--- src/rtl/load_store_unit.sv ---
// Memory-stage load/store unit: turns pipeline memory requests into
// word-aligned Data_Mem accesses, performs read-modify-write for sub-word
// stores, extends load data, and flags rejected requests.
module load_store_unit #(
  parameter logic [31:0] DATA_BASE  = 32'h10001000,
  parameter int          DATA_WORDS = 256
) (
  input  logic        clk,
  input  logic        rst,
  input  logic        ls_valid,
  input  logic        MemRead,
  input  logic        MemWrite,
  input  logic [1:0]  ls_size,
  input  logic        ls_unsigned,
  input  logic [31:0] Address,
  input  logic [31:0] StoreData,
  output logic [31:0] dm_Address,
  output logic [31:0] dm_WriteData,
  output logic        dm_MemRead,
  output logic        dm_MemWrite,
  input  logic [31:0] dm_ReadData,
  output logic        stall,
  output logic [31:0] LoadData,
  output logic        load_valid,
  output logic        fault,
  output logic [1:0]  fault_cause,
  output logic [31:0] fault_addr
);

  localparam logic [31:0] DATA_BYTES = 32'(4 * DATA_WORDS);

  typedef enum logic {IDLE, RMW_WR} state_t;

  state_t      state, state_next;
  logic        req, conflict, misaligned, out_of_range, bad;
  logic        is_word, is_half;
  logic        accept_load, accept_sub_store;
  logic [1:0]  cause_p0;
  logic [31:0] offset_p0;
  logic [31:0] merge_p1;
  logic [29:0] addr_p1;

  // Big-endian lane selection and extension of a loaded word.
  function automatic logic [31:0] extend_load(input logic [31:0] word,
                                              input logic [1:0]  size,
                                              input logic [1:0]  off,
                                              input logic        uns);
    logic [7:0]  b;
    logic [15:0] h;
    case (off)
      2'd0:    b = word[31:24];
      2'd1:    b = word[23:16];
      2'd2:    b = word[15:8];
      default: b = word[7:0];
    endcase
    h = off[1] ? word[15:0] : word[31:16];
    if (size[1])
      return word;
    else if (size == 2'b01)
      return uns ? {16'h0000, h} : {{16{h[15]}}, h};
    else
      return uns ? {24'h000000, b} : {{24{b[7]}}, b};
  endfunction

  // Replace one byte or halfword lane of a word with store data.
  function automatic logic [31:0] merge_store(input logic [31:0] word,
                                              input logic [31:0] data,
                                              input logic [1:0]  size,
                                              input logic [1:0]  off);
    logic [31:0] m;
    m = word;
    if (size == 2'b01) begin
      if (off[1]) m[15:0]  = data[15:0];
      else        m[31:16] = data[15:0];
    end else begin
      case (off)
        2'd0:    m[31:24] = data[7:0];
        2'd1:    m[23:16] = data[7:0];
        2'd2:    m[15:8]  = data[7:0];
        default: m[7:0]   = data[7:0];
      endcase
    end
    return m;
  endfunction

  assign is_word      = ls_size[1];
  assign is_half      = (ls_size == 2'b01);
  assign req          = ls_valid & (MemRead | MemWrite);
  assign offset_p0    = Address - DATA_BASE;
  assign conflict     = MemRead & MemWrite;
  assign misaligned   = (is_half & Address[0]) | (is_word & (Address[1:0] != 2'b00));
  assign out_of_range = (Address < DATA_BASE) | (offset_p0 >= DATA_BYTES);
  assign bad          = conflict | misaligned | out_of_range;
  assign cause_p0     = conflict ? 2'b11 : (misaligned ? 2'b01 : 2'b10);

  // Requests are only evaluated in IDLE; RMW_WR ignores the request inputs.
  assign accept_load      = (state == IDLE) & req & ~bad & MemRead;
  assign accept_sub_store = (state == IDLE) & req & ~bad & MemWrite & ~is_word;

  // State register.
  always_ff @(posedge clk or negedge rst) begin
    if (!rst) state <= IDLE;
    else      state <= state_next;
  end

  // Next state and Data_Mem strobes; strobes and stall are held low in reset.
  always_comb begin
    state_next   = state;
    dm_Address   = {Address[31:2], 2'b00};
    dm_WriteData = StoreData;
    dm_MemRead   = 1'b0;
    dm_MemWrite  = 1'b0;
    stall        = 1'b0;
    case (state)
      IDLE: begin
        if (req && !bad) begin
          if (MemRead) begin
            dm_MemRead = 1'b1;
          end else if (is_word) begin
            dm_MemWrite = 1'b1;
          end else begin
            dm_MemRead = 1'b1;
            stall      = 1'b1;
            state_next = RMW_WR;
          end
        end
      end
      RMW_WR: begin
        dm_Address   = {addr_p1, 2'b00};
        dm_WriteData = merge_p1;
        dm_MemWrite  = 1'b1;
        state_next   = IDLE;
      end
      default: state_next = IDLE;
    endcase
    if (!rst) begin
      dm_MemRead  = 1'b0;
      dm_MemWrite = 1'b0;
      stall       = 1'b0;
    end
  end

  // ---- stage p1: registered load result, fault report, RMW merge word ----
  // Result and fault registers, pulses cleared when nothing is accepted.
  always_ff @(posedge clk or negedge rst) begin
    if (!rst) begin
      LoadData    <= 32'h0;
      load_valid  <= 1'b0;
      fault       <= 1'b0;
      fault_cause <= 2'b00;
      fault_addr  <= 32'h0;
    end else begin
      load_valid <= accept_load;
      fault      <= (state == IDLE) & req & bad;
      if (accept_load)
        LoadData <= extend_load(dm_ReadData, ls_size, Address[1:0], ls_unsigned);
      if ((state == IDLE) && req && bad) begin
        fault_cause <= cause_p0;
        fault_addr  <= Address;
      end
    end
  end

  // Merge register and held word address for the RMW write cycle.
  always_ff @(posedge clk or negedge rst) begin
    if (!rst) begin
      merge_p1 <= 32'h0;
      addr_p1  <= 30'h0;
    end else if (accept_sub_store) begin
      merge_p1 <= merge_store(dm_ReadData, StoreData, ls_size, Address[1:0]);
      addr_p1  <= Address[31:2];
    end
  end

endmodule

--- config.mk ---
export PLATFORM = sky130hd
export DESIGN_NAME = load_store_unit
export DESIGN_NICKNAME = d
export VERILOG_FILES = /design/src/rtl/load_store_unit.sv
export SDC_FILE = /design/constraint.sdc
export NUM_CORES = 1
export LEC_CHECK = 0
export BUFFER_PORTS_ARGS = -buffer_cell sky130_fd_sc_hd__buf_2
export CORE_ASPECT_RATIO = 0.6
export CORE_MARGIN = 3
export CORE_UTILIZATION = 39
export DETAILED_ROUTE_END_ITERATION = 10
export PLACE_DENSITY = 0.66
export REMOVE_ABC_BUFFERS = 1
export SYNTH_ARGS = -nofsm -noshare
export SYNTH_HDL_FRONTEND = slang
export SYNTH_SLANG_ARGS = --single-unit
export TNS_END_PERCENT = 20
--- constraint.sdc ---
create_clock -name clk -period 2.7 [get_ports clk]
set_input_delay 0.405 -clock clk [delete_from_list [all_inputs] [get_ports clk]]
set_output_delay 0.405 -clock clk [all_outputs]
set_load 0.005 [all_outputs]
==> qor.csv <==
stage,metric,value,unit
run_status,status,completed,
route,antenna_left,0,
grt,grt.met3_usage,0.0428,
yosys,yosysTopAreaCellShare,0.482,
yosys,yosys_warnings,0,
route,via_per_inst,5.26,
power_and_ir_drop,ir_worst_vdd,357,uV
die,initial_core_util,0.408,
power_and_ir_drop,p_clk_frac,0.461,
power_and_ir_drop,power_density,568,nW/um^2
route,drtIter0Drc,457,
cts,clockBufferDepth,2,
cts,cts-hold-fix-buffers,0,
timing,finalCriticalPeriod,2.67,ns
power_and_ir_drop,power.switching,1.38,mW
grt,grt_max_degree,132,
grt,grt_overflow_total,0,
cts,numCtsBuffers,17,
timing,skew,0.0112,ns
yosys,yosys-top-cells-count,"dfrtp_1, mux2_2, nand2_1, o21ai_0, mux2_4",
timing,max_freq,375,MHz
route,drt_wl_total,21600,um
setup_path,critPathMaxFanout,3,
timing,rsz0062_at_grt,yes,
place,dp_hpwl,15300,um
cts,clkLatencyLatePin,0.41,ns
cts,htree_levels,4,
timing,tightest_slew,0.859,ns
grt,met1_usage,0.338,
yosys,synth-edff-count,0,
die,rows,36,
timing,setup_viol,0,
yosys,async_flop_share,1.00,
setup_path,cp.arrival,2.26,ns
yosys,ys_seq_area_frac,0.482,
power_and_ir_drop,p_total,5.16,mW
route,firstDrtPassIters,5,
yosys,synth_flop_cell,dfrtp_1,
grt,grt_util_met2,0.335,
grt,grt_usage,0.224,
setup_path,crit_required,2.30,ns
die,die_x,177,um
cells_and_area,nets,945,
power_and_ir_drop,combPwrFrac,0.139,
grt,busiest_layer,met1,
yosys,synth_top_area_cell,dfrtp_1,
setup_path,r2r_start,state,
power_and_ir_drop,seq_power_share,0.400,
timing,slew_headroom,0.427,
die,dieArea,19100,um^2
hold_path,hp-class,input pin to asynchronous set/reset pin,
place,gp_congestion,0.885,
timing,finalMaxSlewViolations,0,
timing,min_period_over_period,0.987,
setup_path,startpoint,Address[14],
die,core_area,16700,um^2
grt,antenna_found_initial,2,
setup_path,start_kind,input pin,
timing,hold_viol_final,0,
grt,grt_pass1_vias,5719,
yosys,synth_most_common_cell,dfrtp_1,
setup_path,r2r_slack,0.49,ns
cells_and_area,syn_to_final_growth,33.5,%
yosys,netlist_instances,590,
die,num_io_pins,239,
cells_and_area,layout-drive-gt1-share,0.540,
job,maxCapViolCount,0,
yosys,synth_seq_cells,131,
cts,root_buffer,clkbuf_16,
cts,cts.clk_slew.worst_paths,0.06,ns
cells_and_area,fin_util,0.545,
setup_path,critical_path.endpoint_type,output pin,
yosys,synth.cell_area,6800,um^2
cts,cts_tree,done,
route,drc,0,
cts,cts_setup_buffers,0,
route,post_drt_wl_per_cell,20.0,um
cts,cts_num_sinks,131,
die,die_h,108,um
place,port-buffer-count,236,
yosys,synthDistinctLibCells,48,
yosys,synthTopCellsByArea,"dfrtp_1, mux2_2, mux2_4",
power_and_ir_drop,swShare,0.268,
power_and_ir_drop,leakage,4.50,nW
grt,grt_first_pass_wirelength,33100,um
yosys,avgSynthCellArea,11.5,um^2
power_and_ir_drop,intPower,3.78,mW
route,via_count,5699,
setup_path,crit_type,input pin to output pin,
==> placed cells by master, fill, tap and decap left out, types with 7 or more instances in the layout <==
master / instances
o21ai_0: 34
nor2_1: 20
and2_1: 20
dfrtp_1: 130
mux2_2: 109
mux2i_1: 8
buf_12: 7
o22a_1: 7
clkbuf_16: 17
o21ai_1: 15
a221oi_1: 12
buf_2: 233
a22o_1: 16
o22ai_1: 17
mux2_4: 25
a21boi_0: 16
nand2_1: 57
buf_4: 32
inv_6: 7
==> kinds of logic after synthesis <==
kind of cell | synth area share
mux | 0.251
compound gates | 0.131
flops | 0.482
simple gates | 0.0958
buf+inv | 0.0373
xor+xnor | 0.00257
other cells | 0.000551
==> path summary, 6_finish.rpt <==
check | to | cells past startpoint
min in group clk | fault_addr[14] | 2
hold reg to reg | addr_p1[26] | 1
hold / removal | fault_addr[8] | 2
setup / recovery | dm_MemRead | 9
setup reg to reg | merge_p1[4] | 5
max in group asynchronous | addr_p1[22] | 2
==> worst max-delay path: stages <==
cell and delay, ns:
buf_8 0.10, nor4_4 0.25, buf_4 0.16, nand3_2 0.05
a21o_1 0.19, or4_4 0.52, or2_4 0.27, nor3b_2 0.17
buf_2 0.13
==> per-stage QoR <==
step	TNS (ns)	instances	setup slack, ns	instance area [um^2]	hold slack, ns
after floorplan	-111.60	547	-1.50	6570	0.109
after global placement	-0.0678	1050	-0.0678	8430	0.450
after detailed placement	-0.0588	1050	-0.0588	8430	0.456
after CTS	0	1082	0.0266	9040	0.152
after global routing	-0.0357	1083	-0.0357	9080	0.184
final	0	1083	0.0346	9080	0.117
==> sequential cells by signal, summed over array words and instances, names as in the netlist <==
name	count
LoadData	32
addr_p1	30
fault	1
fault_addr	32
fault_cause	2
load_valid	1
merge_p1	32
state	1
==> layout make-up <==
class,instances,area [um^2]
repair buffers,275,1580
clock inverters,14,166
multi-input cells,411,3320
well taps,228,285
inverters,5,18.8
diodes,1,2.50
clock buffers,18,429
flip-flops and latches,131,3280
fillers,1494,7580
==> power groups by stage <==
stage               Combinational, mW  Clock (mW)  Sequential (mW)
CTS                             0.713        2.43             2.06
detailed placement              0.707           0             2.10
finish                          0.715        2.38             2.06
global route                    0.779        2.52             2.07
global placement                0.699           0             2.10
floorplan                       0.282           0             2.11
==> layer usage <==
| metal | vias up | wire length (um) |
|---|---|---|
| met5 | - | 7 |
| met3 | 20 | 1290 |
| li1 | 2656 | - |
| met1 | 2824 | 10700 |
| met2 | 197 | 9430 |
| met4 | 2 | 225 |
==> repair_timing <==
| action | 4_1_cts | 5_1_grt |
|---|---|---|
| endpoints found under the setup margin | 1 | 2 |
| gates resized for setup | 3 | 9 |
| endpoints found under the hold margin | 0 | 0 |
| pin swaps | 0 | 4 |
| cloned | 0 | 0 |
Power figures use the tool's default switching activity.
